### src/rtl/muldiv_unit.sv
// muldiv_unit: multi-cycle integer multiply/divide unit (RV32M operation set,
// operand width generalised to XLEN). Multiplies use radix-2 shift-add and
// divides use restoring division, one bit per CALC cycle, followed by a SIGN
// cycle that applies the result sign. Divide-by-zero and signed overflow are
// resolved at accept and finish in a single cycle.
// Optional feature: define MULDIV_FAST_MUL_EN to execute all four multiply
// ops with one combinational 2*XLEN multiplier (single-cycle, no CALC/SIGN).
module muldiv_unit #(
  parameter int XLEN = 32
) (
  input  logic            clk,
  input  logic            rst,
  input  logic            start,
  input  logic [2:0]      op,
  input  logic            kill,
  input  logic [XLEN-1:0] a,
  input  logic [XLEN-1:0] b,
  output logic            busy,
  output logic            done,
  output logic [XLEN-1:0] result
);

  localparam int              CW       = $clog2(XLEN) + 1;
  localparam logic [CW-1:0]   CNT_LAST = CW'(XLEN - 1);
  localparam logic [CW-1:0]   CNT_ONE  = {{(CW-1){1'b0}}, 1'b1};
  localparam logic [CW-1:0]   CNT_ZERO = {CW{1'b0}};
  localparam logic [XLEN-1:0] ZERO_X   = {XLEN{1'b0}};
  localparam logic [XLEN-1:0] ONES_X   = {XLEN{1'b1}};
  localparam logic [XLEN-1:0] MOST_NEG = {1'b1, {(XLEN-1){1'b0}}};

  localparam logic [2:0] OP_MUL    = 3'b000;
  localparam logic [2:0] OP_MULH   = 3'b001;
  localparam logic [2:0] OP_MULHSU = 3'b010;
  localparam logic [2:0] OP_DIV    = 3'b100;
  localparam logic [2:0] OP_REM    = 3'b110;

  typedef enum logic [1:0] {
    S_IDLE = 2'd0,
    S_CALC = 2'd1,
    S_SIGN = 2'd2,
    S_DONE = 2'd3
  } state_t;

  state_t          state_q, state_d;
  logic [2:0]      op_q, op_d;
  logic [XLEN-1:0] mcand_q, mcand_d;   // multiplicand, or divisor for divides
  logic [XLEN-1:0] hi_q, hi_d;         // product high half, or partial remainder
  logic [XLEN-1:0] lo_q, lo_d;         // multiplier/product low half, or dividend/quotient
  logic [XLEN-1:0] result_q, result_d;
  logic            neg_q, neg_d;       // final result must be negated in SIGN
  logic            busy_q, busy_d;
  logic            done_q, done_d;
  logic [CW-1:0]   cnt_q, cnt_d;

  // Incoming request decode: operand signedness, magnitudes and special cases.
  logic            a_signed_s, b_signed_s, a_neg_s, b_neg_s, neg_in_s;
  logic            is_div_s, div_zero_s, div_ovf_s, accept_s;
  logic [XLEN-1:0] a_mag_s, b_mag_s;

  assign is_div_s   = op[2];
  assign a_signed_s = (op == OP_MUL) || (op == OP_MULH) || (op == OP_MULHSU) ||
                      (op == OP_DIV) || (op == OP_REM);
  assign b_signed_s = (op == OP_MUL) || (op == OP_MULH) ||
                      (op == OP_DIV) || (op == OP_REM);
  assign a_neg_s    = a_signed_s & a[XLEN-1];
  assign b_neg_s    = b_signed_s & b[XLEN-1];
  assign a_mag_s    = a_neg_s ? (ZERO_X - a) : a;
  assign b_mag_s    = b_neg_s ? (ZERO_X - b) : b;
  // A remainder follows the dividend's sign; everything else is negative when signs differ.
  assign neg_in_s   = (op == OP_REM) ? a_neg_s : (a_neg_s ^ b_neg_s);
  assign div_zero_s = is_div_s && (b == ZERO_X);
  assign div_ovf_s  = ((op == OP_DIV) || (op == OP_REM)) && (a == MOST_NEG) && (b == ONES_X);
  assign accept_s   = start && ((state_q == S_IDLE) || (state_q == S_DONE));

  // Per-iteration datapath terms.
  logic [XLEN:0]     mul_sum_s;
  logic [XLEN:0]     div_shift_s;
  logic [XLEN-1:0]   div_trial_s;
  logic              div_ge_s;
  logic [2*XLEN-1:0] prod_s, prod_fix_s;

  assign mul_sum_s   = {1'b0, hi_q} + (lo_q[0] ? {1'b0, mcand_q} : {(XLEN+1){1'b0}});
  assign div_shift_s = {hi_q, lo_q[XLEN-1]};
  assign div_ge_s    = (div_shift_s >= {1'b0, mcand_q});
  // Only used when div_ge_s holds, where the difference always fits XLEN bits.
  assign div_trial_s = div_shift_s[XLEN-1:0] - mcand_q;
  assign prod_s      = {hi_q, lo_q};
  assign prod_fix_s  = neg_q ? ({(2*XLEN){1'b0}} - prod_s) : prod_s;

`ifdef MULDIV_FAST_MUL_EN
  // Single-cycle multiplier: sign-extend to 2*XLEN so the low 2*XLEN product bits are exact.
  logic [2*XLEN-1:0] fast_a_s, fast_b_s, fast_prod_s;
  logic [XLEN-1:0]   fast_res_s;

  assign fast_a_s    = {{XLEN{a_neg_s}}, a};
  assign fast_b_s    = {{XLEN{b_neg_s}}, b};
  assign fast_prod_s = fast_a_s * fast_b_s;
  assign fast_res_s  = (op == OP_MUL) ? fast_prod_s[XLEN-1:0] : fast_prod_s[2*XLEN-1:XLEN];
`endif

  // Next-state and datapath update; kill forces IDLE and freezes everything else.
  always_comb begin
    state_d  = state_q;
    op_d     = op_q;
    mcand_d  = mcand_q;
    hi_d     = hi_q;
    lo_d     = lo_q;
    result_d = result_q;
    neg_d    = neg_q;
    cnt_d    = cnt_q;
    if (kill) begin
      state_d = S_IDLE;
    end else begin
      case (state_q)
        S_IDLE, S_DONE: begin
          if (accept_s) begin
            op_d    = op;
            neg_d   = neg_in_s;
            cnt_d   = CNT_ZERO;
            mcand_d = is_div_s ? b_mag_s : a_mag_s;
            lo_d    = is_div_s ? a_mag_s : b_mag_s;
            hi_d    = ZERO_X;
            if (div_zero_s) begin
              result_d = op[1] ? a : ONES_X;
              state_d  = S_DONE;
            end else if (div_ovf_s) begin
              result_d = op[1] ? ZERO_X : a;
              state_d  = S_DONE;
            end
`ifdef MULDIV_FAST_MUL_EN
            else if (!is_div_s) begin
              result_d = fast_res_s;
              state_d  = S_DONE;
            end
`endif
            else begin
              state_d = S_CALC;
            end
          end else begin
            state_d = S_IDLE;
          end
        end
        S_CALC: begin
          cnt_d = cnt_q + CNT_ONE;
          if (op_q[2]) begin
            if (div_ge_s) begin
              hi_d = div_trial_s;
              lo_d = {lo_q[XLEN-2:0], 1'b1};
            end else begin
              hi_d = div_shift_s[XLEN-1:0];
              lo_d = {lo_q[XLEN-2:0], 1'b0};
            end
          end else begin
            hi_d = mul_sum_s[XLEN:1];
            lo_d = {mul_sum_s[0], lo_q[XLEN-1:1]};
          end
          if (cnt_q == CNT_LAST) begin
            state_d = S_SIGN;
          end else begin
            state_d = S_CALC;
          end
        end
        S_SIGN: begin
          state_d = S_DONE;
          case (op_q)
            OP_MUL:                       result_d = prod_fix_s[XLEN-1:0];
            3'b001, 3'b010, 3'b011:       result_d = prod_fix_s[2*XLEN-1:XLEN];
            3'b100, 3'b101:               result_d = neg_q ? (ZERO_X - lo_q) : lo_q;
            default:                      result_d = neg_q ? (ZERO_X - hi_q) : hi_q;
          endcase
        end
        default: begin
          state_d = S_IDLE;
        end
      endcase
    end
  end

  // Status outputs are registered from the next state so they never see start combinationally.
  always_comb begin
    busy_d = (state_d == S_CALC) || (state_d == S_SIGN);
    done_d = (state_d == S_DONE);
  end

  // State and datapath registers with synchronous reset to all zeros.
  always_ff @(posedge clk) begin
    if (rst) begin
      state_q  <= S_IDLE;
      op_q     <= 3'b000;
      mcand_q  <= ZERO_X;
      hi_q     <= ZERO_X;
      lo_q     <= ZERO_X;
      result_q <= ZERO_X;
      neg_q    <= 1'b0;
      busy_q   <= 1'b0;
      done_q   <= 1'b0;
      cnt_q    <= CNT_ZERO;
    end else begin
      state_q  <= state_d;
      op_q     <= op_d;
      mcand_q  <= mcand_d;
      hi_q     <= hi_d;
      lo_q     <= lo_d;
      result_q <= result_d;
      neg_q    <= neg_d;
      busy_q   <= busy_d;
      done_q   <= done_d;
      cnt_q    <= cnt_d;
    end
  end

  assign busy   = busy_q;
  assign done   = done_q;
  assign result = result_q;

endmodule

### config.mk
export PLATFORM = sky130hd
export DESIGN_NAME = muldiv_unit
export DESIGN_NICKNAME = d
export VERILOG_FILES = /design/src/rtl/muldiv_unit.sv
export SDC_FILE = /design/constraint.sdc
export NUM_CORES = 1
export LEC_CHECK = 0
export ABC_AREA = 1
export BUFFER_PORTS_ARGS = -buffer_cell sky130_fd_sc_hd__buf_2
export CAP_MARGIN = 20
export CORE_ASPECT_RATIO = 1.2
export CORE_UTILIZATION = 25
export DETAILED_ROUTE_END_ITERATION = 10
export GPL_ROUTABILITY_DRIVEN = 0
export MAX_ROUTING_LAYER = met4
export PLACE_DENSITY = 0.5
export SYNTH_ARGS = -nofsm -noshare
export SYNTH_HDL_FRONTEND = slang
export SYNTH_SLANG_ARGS = --single-unit
### constraint.sdc
create_clock -name clk -period 5.12 [get_ports clk]
set_input_delay 0.256 -clock clk [delete_from_list [all_inputs] [get_ports clk]]
set_output_delay 0.256 -clock clk [all_outputs]
set_load 0.03 [all_outputs]
## Yosys cells after proc, flatten, opt, wreduce, memory -nomap -nowiden

Cells that the tools add are included.

| word-level totals | value |
|---|---|
| input port bits | 71 |
| output and inout bits | 34 |
| word-level logic and storage cells | 100 |
| register bits | 142 |

| cells by class | value |
|---|---|
| magnitude comparators | 1 |
| bitwise operators | 4 |
| reduce and logical (&&, ||, !) cells | 25 |
| muxes and demuxes | 32 |
| $add $sub $neg | 8 |
| equality and inequality tests | 20 |

Operators by type and width:

| operator | count |
|---|---|
| two-way mux 32 bit | 17 |
| one-hot mux 32 bit (2 select lines) | 3 |
| subtractor 1 x 32 -> 32 bit (first input constant) | 4 |
| one-hot mux 32 bit (3 select lines) | 1 |
| == test 32 bit (second input constant) | 2 |
| two-way mux 64 bit | 1 |
| subtractor 1 x 64 -> 64 bit (first input constant) | 1 |
| adder 32 x 32 -> 33 bit | 1 |
| >= comparator 33 x 32 -> 1 bit | 1 |
| logical NOT 32 bit | 1 |
| subtractor 32 bit | 1 |
| == test 3 bit (second input constant) | 4 |
| one-hot mux 6 bit (2 select lines) | 1 |
| two-way mux 2 bit | 5 |
| == test 3 x 2 -> 1 bit (second input constant) | 3 |
| logical OR 1 bit | 9 |
| == test 2 bit (second input constant) | 4 |
| adder 6 x 1 -> 6 bit (second input constant) | 1 |
| == test 3 x 1 -> 1 bit (second input constant) | 2 |
| == test 6 x 5 -> 1 bit (second input constant) | 1 |
| logical NOT 3 bit | 2 |
| two-way mux 6 bit | 1 |
| one-hot mux 2 bit (3 select lines) | 1 |
| AND reduction 3 bit | 2 |
| 13 further kinds | 21 |

## Depth between registers and ports, before layout

Gate-level depths: netlist of run 1.

| depth | value |
|---|---|
| word-level depth | 11 |
| depth in mapped cells | 19 |
| mapped depth without buffers | 18 |

## Worst setup path before layout of run 1

No wires, ideal clock.

| path | value |
|---|---|
| path type | register to register |
| start point | register lo_q[0] |
| end point | register hi_q[30] |
| path buffers | 2 |
| path slack | 2.701 ns |
| required time | 4.988 ns |
| library setup time | 0.132 ns |
| data arrival time | 2.287 ns |
| period minus slack after synthesis | 2.419 ns |
| cell stages (with the launch flop) | 18 |
| cells stage by stage | dfxtp_1 -> clkbuf_1 -> clkbuf_1 -> nand2_1 -> inv_1 -> ha_1 -> or2_2 -> and2_1 -> nand2_1 -> nand2_1 -> nand2_1 -> nand3_1 -> nand2_1 -> nand2_1 -> nand2_1 -> nand3_1 -> nand3_1 -> a21oi_1 |

| on the way | value |
|---|---|
| word-level cells in the longest chain between the ends | 4 |

RTL lines:

| item | line | RTL |
|---|---|---|
| from (decl) | 48 | `logic [XLEN-1:0] lo_q, lo_d;` |
| from (signal assigned) | 203 | `lo_q <= lo_d;` |
| two-way mux 32 bit | 82 | `assign mul_sum_s = {1'b0, hi_q} + (lo_q[0] ? {1'b0, mcand_q} : {(XLEN+1){1'b0}});` |
| adder 32 x 32 -> 33 bit | 82 |  |
| two-way mux 32 bit | 145 | `if (op_q[2]) begin` |
| one-hot mux 32 bit (2 select lines) | 114 | `case (state_q)` |
| to (signal assigned) | 202 | `hi_q <= hi_d;` |
| to (decl) | 47 | `logic [XLEN-1:0] hi_q, hi_d;` |

No other way between the ends.
A chain may end at the register's enable or synchronous reset.

## Worst setup path in the final report of run 1

| path | value |
|---|---|
| start point | register state_q[0] |
| end point | register mcand_q[30] |

| on the way | value |
|---|---|
| word-level cells in the longest chain between the ends | 4 |
| elaborated cells between the ends (all ways) | 6 |
| those cells by class | eq/ne: 1; reduce/logical: 5 |

RTL lines:

| item | line | RTL |
|---|---|---|
| from (decl) | 44 | `state_t state_q, state_d;` |
| from (signal assigned) | 199 | `state_q <= state_d;` |
| == test 2 bit / logical NOT 2 bit (equally long branches) | 73, 114 |  |
| logical OR 1 bit | 73 | `assign accept_s = start && ((state_q == S_IDLE) \|\| (state_q == S_DONE));` |
| logical AND 1 bit | 73 |  |
| AND reduction 3 bit (no line) (*) | -- |  |
| to (signal assigned) | 201 | `mcand_q <= mcand_d;` |
| to (decl) | 46 | `logic [XLEN-1:0] mcand_q, mcand_d;` |

Mark *: on every way between the ends. The rest lies on a longest branch, timed or not.

==> results of run 1 <==
## synthesized netlist by cell type (7+ instances only)
| cell type | number | area share [%] |
|---|---|---|
| nand2_1 | 946 | 20 |
| inv_1 | 443 | 9.4 |
| nor2_1 | 403 | 8.6 |
| nand3_1 | 323 | 9.1 |
| a21oi_1 | 243 | 6.9 |
| o21ai_0 | 220 | 6.2 |
| dfxtp_1 | 142 | 16 |
| clkbuf_1 | 74 | 1.6 |
| ha_1 | 73 | 5.2 |
| xor2_1 | 63 | 3.1 |
| nand4_1 | 60 | 2.1 |
| o211ai_1 | 40 | 1.7 |
| nor3_1 | 31 | 0.88 |
| o21ai_1 | 31 | 0.88 |
| buf_2 | 21 | 0.59 |
| a31oi_1 | 19 | 0.67 |
| buf_1 | 16 | 0.34 |
| nand3b_1 | 15 | 0.64 |
| xnor2_1 | 14 | 0.69 |
| o21bai_1 | 13 | 0.55 |
| inv_2 | 10 | 0.21 |
| or2_2 | 10 | 0.35 |
| nor2_2 | 9 | 0.32 |
| o221ai_1 | 7 | 0.35 |
## through the flow
stage / utilization (%) / power [mW] / hold slack (ns) / std cells / worst slack (ns)
5_1_grt: 28.1 / 4.40 / 0.171 / 4266 / 1.52
6_report: 28.1 / 4.21 / 0.148 / 4266 / 1.67
3_3_place_gp: 27.3 / 2.97 / 0.453 / 4234 / 1.46
3_5_place_dp: 27.3 / 2.96 / 0.453 / 4234 / 1.39
2_1_floorplan: - / 2.33 / 0.415 / 3301 / 2.70
4_1_cts: 28.1 / 4.16 / 0.138 / 4264 / 1.80
## power by group
group,switching [mW],total (mW),internal (mW)
registers,0.0852,1.25,1.16
clock network,0.545,1.22,0.671
logic,1.29,1.74,0.457
total,1.92,4.21,2.29
## flip-flops by register name (all words and copies together) (netlist names)
name and flops:
mcand_q 32, busy 1, op_q 3, state_q 2, result 32, hi_q 32, cnt_q 6, neg_q 1
done 1, lo_q 32
## metal layers
layer  share of wire [%]  routed length, microns  vias up
li1                    -                       -    10800
met1                  39                   35100    10200
met2                  47                   41800     1046
met3                 6.2                    5570      253
met4                 8.0                    7170        0
met5                   0                       0        -
## worst max-delay path, stage by stage (launching register included)
cell and delay [ns]:
dfxtp_1 0.34, inv_1 0.05, ha_1 0.37, inv_1 0.21, o21bai_1 0.18, nor2_2 0.15
inv_2 0.16, nor2_2 0.62, inv_1 0.51, a21oi_1 0.55, o21ai_0 0.14, inv_1 0.08
## worst paths after layout
check / from / endpoint / slack [ns]
max: state_q[0] / mcand_q[30] / 1.67
min: a[0] / mcand_q[0] / 0.15
max reg2reg: state_q[0] / mcand_q[30] / 1.67
min reg2reg: result[23] / result[23] / 0.46
## final cells by class
type,count,area share [%]
multi-input combinational,2583,64.3
sequential,142,14.5
inverter,459,8.79
tap,918,5.85
timing repair buffer,133,3.80
clock buffer,19,2.26
clock inverter,11,0.485
antenna,1,0.0128
## logic make-up after synthesis
| family | after synthesis |
|---|---|
| buffers and inverters | 576 |
| xor gates and xnor gates | 77 |
| and+or+nand+nor | 1829 |
| adders and majority gates | 75 |
| DFF | 142 |
| AOI/OAI and AO/OA | 602 |
==> reports/metrics.cfg, run 1 <==
[logic_synthesis]
syn_inst=3301
synth_top_family_by_area=simple AND/OR/NAND/NOR gates
ys_warn_count=0
synth_area_sq_um=17700
synth_nets=3447
synth-seq-cells=142
async_flop_share_pct=0
synth_compound_area_share_pct=18.5
ys_seq_area_share_pct=16.1
synth_ff_type=dfxtp_1
postSynthAreaPerCell_sq_um=5.35
synthXorXnorAreaFrac_pct=3.82
synth-edff-count=0
yosysUniqueCellTypes=52
yosys.area_share.adder_pct=5.39
synth_simple_gate_area_share_pct=43.6
synth_mux_area_share_pct=0

[power]
p_leak_nw=9.83
ir_worst_vdd_mv=0.191
p_per_area_nw_per_um2=215

[finish]
final_cell_mix=946 x nand2_1, 442 x inv_1, 401 x nor2_1, 323 x nand3_1, 243 x a21oi_1
nets=3482
layout_commonest_cell=nand2_1
multi_input_area_sq_um=12600
seqCellArea_sq_um=2850
area_delta_synth_final_pct=11.0
fin_area_sq_um=19600
fillCellCount=8189
drive_above_1_share_pct=6.45

[routing]
dr.pass1.iters=6
drt_iter0_markers=2594
vias=22300
viasPerCell=5.22
ant_nets=0
wl_per_cell_microns=21.0
drc_errors=0
routed_wl_microns=89600

[sta]
worst_pin_slew_ns=1.09
slew_headroom_pct=26.9
setup_tns_ns=0
setup_viol=0
fin_crit_ns=3.45
fin_crit_sh_pct=67.3
finClkSkew_ns=0.0182
rsz0062_at_grt=false
fmax_ghz=0.290
hold_viol_final=0
finalMaxSlewViolations=0

[global_route]
use_met3_pct=2.72
grt_pass1_vias=20600
grt_usage_pct=25.2
antenna_found_initial=1
grt_start_max_net_pins=74
grt_pass1_wl_microns=131000
use_met1_pct=28.9
grt_busiest_layer=met2
met2_usage_pct=41.2
overflow=0

[placed_design]
place_area_sq_um=19100
port_buffers=104
dp_hpwl_microns=72900

[clocking]
cts_sinks=142
root_buffer=clkbuf_16
numCtsBuffers=17
cts_max_path_buffers=2
cts_tree=yes
cts.repair.resized=0
postCtsHoldBufs=0
cts.htree.levels=4
cts_setup_buffers=0
clk_pin_slew_worst_paths_ns=0.06
worstSkewPairLatency_ns=0.47

[run_status]
status=finished, final reports clean

[worst_setup_path]
crit_fanout=16
cp.required_ns=5.52
crit_path_start_kind=register
path_class=reg2reg
cp.arrival_ns=3.85
r2r_cells=11
cp-end-kind=register

[job]
cap_violations=0

[die]
row_count=106
dieWidth_microns=245
core_sq_um=69800
ios=105
die_y_microns=293
start_util_pct=25.3
die-area_sq_um=71800

[hold_path]
hold_path_depth=3
holdCritPathClass=in2reg

(Power assumes the default switching activity.)
==> inputs of run 2 (changes only) <==
clock period = 3.3 ns   (was 5.12 ns; I/O delays follow)
==> reports/metrics.cfg, run 2 (same netlist as run 1, synthesis figures left out) <==
[power]
power_frac_comb_pct=41.6
netSwitchingFraction_pct=45.0
p_seq_share_pct=28.2
p_leak_nw=10.2
power_switching_mw=3.05
ir_worst_vdd_mv=0.418
p_per_area_nw_per_um2=336
clockPowerShare_pct=30.1
p_int_mw=3.73

[clocking]
cts.repair.resized=0
cts_sinks=142
cts_max_path_buffers=2
postCtsHoldBufs=0
cts_setup_buffers=0
cts_tree=yes
root_buffer=clkbuf_16
worstSkewPairLatency_ns=0.47
cts.htree.levels=4
numCtsBuffers=17
clk_pin_slew_worst_paths_ns=0.07

[routing]
ant_nets=0
drt_iter0_markers=2388
vias=22500
routed_wl_microns=91500
viasPerCell=5.20
dr.pass1.iters=6
drc_errors=0
wl_per_cell_microns=21.1

[worst_setup_path]
r2r_setup_slack_ns=0.19
cp-end-kind=register
cp-startpoint=hi_q[7]
reg2reg_to=hi_q[10]
crit_path_start_kind=register
cp_top_family=simple AND/OR/NAND/NOR gates
slowest_stage=dfxtp_1
cpMostUsedCell=nand2_1
path_class=reg2reg
crit_fanout=14
r2r_start=hi_q[7]
r2r_cells=14
crit_end=hi_q[10]
path_cells=ha_1 > nand2_1 > inv_1 > a21oi_1 > nand3_1 > nand2_1 > nand2_1 > nand2_2 > nand2_4 > nor2_4 > buf_4 > nand2_1 > o211ai_1 > a21oi_1
slowest_delay_ns=0.52
cp.depth=14
cp.arrival_ns=3.42
critPathBufInv=2
cp.required_ns=3.62

[sta]
hold_ws_ns=0.0354
setup_tns_ns=0
rsz0062_at_grt=false
slew_headroom_pct=44.7
fmax_ghz=0.322
finalMaxSlewViolations=0
worst_pin_slew_ns=0.830
fin_crit_ns=3.11
hold_viol_final=0
finClkSkew_ns=0.0160
fin_crit_sh_pct=94.2
setup_viol=0
layout_setup_ws_ns=0.192

[hold_path]
holdCritPathClass=in2reg

[global_route]
grt_start_max_net_pins=81
grt_usage_pct=25.9
overflow=0
grt_pass1_wl_microns=135000
grt_pass1_vias=21200
antenna_found_initial=0

[placed_design]
placed_cells=4297
dp_hpwl_microns=75300
port_buffers=104
place_ws_ns=0.236

[finish]
multi_input_area_sq_um=12600
nets=3545
drive_above_1_share_pct=8.24
area_delta_synth_final_pct=14.1
fillCellCount=8172
diodes=0
stdcell_count=4329
final_cell_mix=946 x nand2_1, 442 x inv_1, 401 x nor2_1, 323 x nand3_1, 243 x a21oi_1
layout_commonest_cell=nand2_1
seqCellArea_sq_um=2850

[die]
die_y_microns=293
start_util_pct=25.3
row_count=106
dieWidth_microns=245
die-area_sq_um=71800
ios=105
core_sq_um=69800

[job]
cap_violations=0

[run_status]
status=finished, final reports clean

run 2: layer usage:
metal | vias to the layer above | GRT usage, % | wire, microns
met5 | - | - | 0
met4 | 0 | 19.9 | 8330
met3 | 291 | 2.78 | 5790
met2 | 1069 | 42.0 | 42000
met1 | 10300 | 29.2 | 35400
li1 | 10900 | - | -
run 2: cell type report:
class / count / share of cell area [%]
Clock buffer: 18 / 2.18
Clock inverter: 13 / 0.763
Inverter: 459 / 8.56
Multi-Input combinational cell: 2583 / 62.6
Sequential cell: 142 / 14.1
Tap cell: 918 / 5.70
Timing Repair Buffer: 196 / 6.13
run 2: metrics by stage:
stage / power (mW) / cell area, sq um / utilization [%]
final: 6.78 / 20200 / 28.9
after CTS: 6.72 / 20100 / 28.9
after global placement: 4.69 / 19600 / 28.0
after floorplan: 3.62 / 17700 / -
after global routing: 7.10 / 20200 / 28.9
after detailed placement: 4.68 / 19600 / 28.0
run 2: worst min path at each step:
| stage | startpoint | to | depth (start not counted) | slack (ns) |
|---|---|---|---|---|
| after floorplan | b[0] | mcand_q[0] | 2 | 0.32 |
| after global placement | result[29] | result[29] | 2 | 0.45 |
| after detailed placement | result[29] | result[29] | 2 | 0.45 |
| after CTS | op[0] | op_q[0] | 3 | 0.03 |
| after global routing | op[0] | op_q[0] | 3 | 0.06 |
| final | op[0] | op_q[0] | 3 | 0.04 |
run 2: worst register-to-register path, stage by stage, from the launching register on:
cell	delay [ns]
dfxtp_1	0.52
ha_1	0.36
nand2_1	0.16
inv_1	0.05
a21oi_1	0.29
nand3_1	0.30
nand2_1	0.13
nand2_1	0.11
nand2_2	0.15
nand2_4	0.18
nor2_4	0.28
buf_4	0.20
nand2_1	0.07
o211ai_1	0.09
a21oi_1	0.08
run 2: power groups by stage:
stage          clock [mW]  combinational, mW  sequential [mW]
6_report             2.04               2.82             1.92
3_5_place_dp            0               2.73             1.95
4_1_cts              2.07               2.74             1.91
2_1_floorplan           0               1.70             1.92
3_3_place_gp            0               2.74             1.95
5_1_grt              2.13               3.05             1.92
==> inputs of run 3 (changes only) <==
CORE_UTILIZATION = 64   (was 25)
PLACE_DENSITY = 0.93   (was 0.5)
==> reports/metrics.cfg, run 3 <==
[clocking]
cts.repair.resized=0
root_buffer=clkbuf_16
cts_max_path_buffers=2
cts_setup_buffers=0
cts.htree.levels=4
postCtsHoldBufs=0
cts_sinks=142
numCtsBuffers=17

[logic_synthesis]
synth_area_sq_um=17700
synth_ff_type=dfxtp_1
async_flop_share_pct=0
synth_nets=3447
netlist.area_leader.share_pct=20.1
postSynthAreaPerCell_sq_um=5.35
yosysTopAreaCell=nand2_1
synth-seq-cells=142
synth-edff-count=0
ys_seq_area_share_pct=16.1
ys_top_cells_by_area=nand2_1 20%, dfxtp_1 16%, inv_1 9.4%, nand3_1 9.1%, nor2_1 8.6%
yosys-top-cells-count=946 x nand2_1, 443 x inv_1, 403 x nor2_1
synth.most_common_cell=nand2_1
yosysUniqueCellTypes=52
ys_warn_count=0
syn_inst=3301

[run_status]
haltStage=5_1_grt
error_line=[ERROR GRT-0116] Global routing finished with congestion. Check the congestion regions in the DRC Viewer.
status=aborted with a tool error

[global_route]
grt_start_max_net_pins=74
grt_usage_pct=62.9
overflow=58
grt_pass1_wl_microns=134000
grt_pass1_vias=24100

[die]
row_count=66
ios=105
die_y_microns=184
start_util_pct=65.3
dieWidth_microns=154

[placed_design]
dp_hpwl_microns=59200
place_ws_ns=0.209
port_buffers=104

## run 3: per-stage QoR
stage / std cells / util, % / area [sq um]
after floorplan: 3301 / - / 17700
after global placement: 3671 / 68.2 / 18500
after detailed placement: 3671 / 68.2 / 18500
after CTS: 3703 / 70.6 / 19100
## run 3: routing by layer
metal / GRT overflow / global-route usage, %
met1: 0 / 63.4
met2: 34 / 81.8
met3: 0 / 39.2
met4: 24 / 60.5
met5: - / -
## run 3: logic make-up after synthesis
kind of cell             after synthesis  synth area share, %
adder cells (fa/ha/maj)               75                 5.39
buffers and inverters                576                 12.6
AND/OR/NAND/NOR                     1829                 43.6
flip-flops                           142                 16.1
AO/OA/AOI/OAI                        602                 18.5
XOR/XNOR                              77                 3.82
==> inputs of run 4 (changes only) <==
CORE_ASPECT_RATIO = default   (was 1.2)
CORE_UTILIZATION = 40   (was 64)
MAX_ROUTING_LAYER = default   (was met4)
PLACE_DENSITY = default   (was 0.93)
PLACE_DENSITY_LB_ADDON = 0.15   (was default)
==> reports/metrics.cfg, run 4 (same netlist as run 1, synthesis figures left out) <==
[hold_path]
hold_end=mcand_q[0]
hp-start=b[0]
holdCritPathClass=in2reg
hold_path_depth=3

[power]
ir_worst_vdd_mv=0.493
p_per_area_nw_per_um2=340
p_leak_nw=10.1
power.total_mw=6.67

[worst_setup_path]
cp.required_ns=3.59
r2r_setup_slack_ns=0.05
r2r_start=mcand_q[20]
crit_fanout=17
crit_path_start_kind=register
cp.arrival_ns=3.53
reg2reg_to=hi_q[4]
r2r_cells=16
cp-end-kind=register
path_class=reg2reg

[clocking]
cts.htree.levels=4
postCtsHoldBufs=0
clk_pin_slew_worst_paths_ns=0.07
root_buffer=clkbuf_16
cts_max_path_buffers=2
numCtsBuffers=17
cts_sinks=142
worstSkewPairLatency_ns=0.46
cts_tree=yes

[finish]
fin_area_sq_um=19600
final_util_pct=45.3
fillCellCount=4880
stdcell_count=3972
layout_commonest_cell=nand2_1
nets=3520
diodes=0
final_cell_mix=945 x nand2_1, 441 x inv_1, 401 x nor2_1, 323 x nand3_1, 242 x a21oi_1
area_delta_synth_final_pct=11.0
drive_above_1_share_pct=7.71

[placed_design]
place_area_sq_um=18900
dp_hpwl_microns=67900
port_buffers=104
placed_cells=3937

[global_route]
overflow=0
grt_start_max_net_pins=74
grt_pass1_vias=21000
use_met3_pct=8.95
antenna_found_initial=1
grt_usage_pct=37.6
met2_usage_pct=56.9
use_met1_pct=48.3
grt_pass1_wl_microns=127000
grt_busiest_layer=met2

[die]
dieWidth_microns=212
ios=105
core_sq_um=43400
die_y_microns=212
die-area_sq_um=45000
row_count=76
start_util_pct=40.8

[sta]
setup_viol=0
slew_headroom_pct=36.5
fmax_ghz=0.308
finalMaxSlewViolations=0
worst_pin_slew_ns=0.953
setup_tns_ns=0
finClkSkew_ns=0.0151
hold_viol_final=0
fin_crit_sh_pct=98.4
rsz0062_at_grt=false
fin_crit_ns=3.25

[routing]
drt_iter0_markers=3355
routed_wl_microns=85300
ant_nets=0
drc_errors=0
viasPerCell=5.87
wl_per_cell_microns=21.5
vias=23300
dr.pass1.iters=7

[job]
cap_violations=0

[run_status]
status=finished, final reports clean

[run 4: how the worst max path moves through the flow]
stage                    end   startpoint  cells after the start
finish               hi_q[4]  mcand_q[20]                     16
global route        hi_q[11]      lo_q[0]                     13
CTS                  hi_q[9]     hi_q[11]                     14
detailed placement   hi_q[4]     hi_q[15]                     13
global placement     hi_q[4]      hi_q[9]                     14
floorplan           hi_q[30]      lo_q[0]                     17
[run 4: critical path: stages, from the launching register on]
cell and delay, ns:
dfxtp_1 0.44, inv_1 0.18, ha_1 0.40, a21oi_1 0.33
nand2_1 0.12, nand2_1 0.08, nand2_1 0.07, nand2_1 0.07
nand3_1 0.11, nor2_4 0.27, nand2_8 0.21, nor2_4 0.17
buf_12 0.15, buf_4 0.17, nand2_1 0.09, o211ai_1 0.12
a21oi_1 0.09
[run 4: final cells by class]
class / instances / area, sq um / area share [%]
multi-input cells: 2583 / 12600 / 64.4
clock inverters: 14 / 173 / 0.880
inverters: 459 / 1730 / 8.79
well taps: 585 / 732 / 3.73
repair buffers: 171 / 1070 / 5.47
flip-flops and latches: 142 / 2850 / 14.5
clock buffers: 18 / 429 / 2.19
[run 4: what timing repair did]
item / in CTS / in global routing
endpoints found under the setup margin: 16 / 19
buffers inserted: 3 / 0
pin swaps: 1 / 0
resized for setup: 2 / 6
gates cloned: 0 / 0
[run 4: where the power goes]
part | switching, mW | total [mW] | leakage, nW | internal [mW]
Combinational | 1.98 | 2.74 | 8.64 | 0.757
Sequential | 0.113 | 1.92 | 1.16 | 1.81
Clock | 0.925 | 2.01 | 0.290 | 1.08
Total | 3.02 | 6.67 | 10.1 | 3.64
[run 4: routing by layer]
layer,vias to the layer above,share of wire (%)
met5,-,0.015
met4,2,7.1
met3,332,13
met2,1633,41
met1,10500,39
li1,10900,-
[run 4: through the flow]
stage / worst slack (ns) / hold slack [ns]
floorplan: 0.881 / 0.324
global placement: -0.123 / 0.452
finish: 0.0543 / 0.0683
CTS: 0.00419 / 0.0423
detailed placement: -0.123 / 0.455
global route: 0.0421 / 0.0915
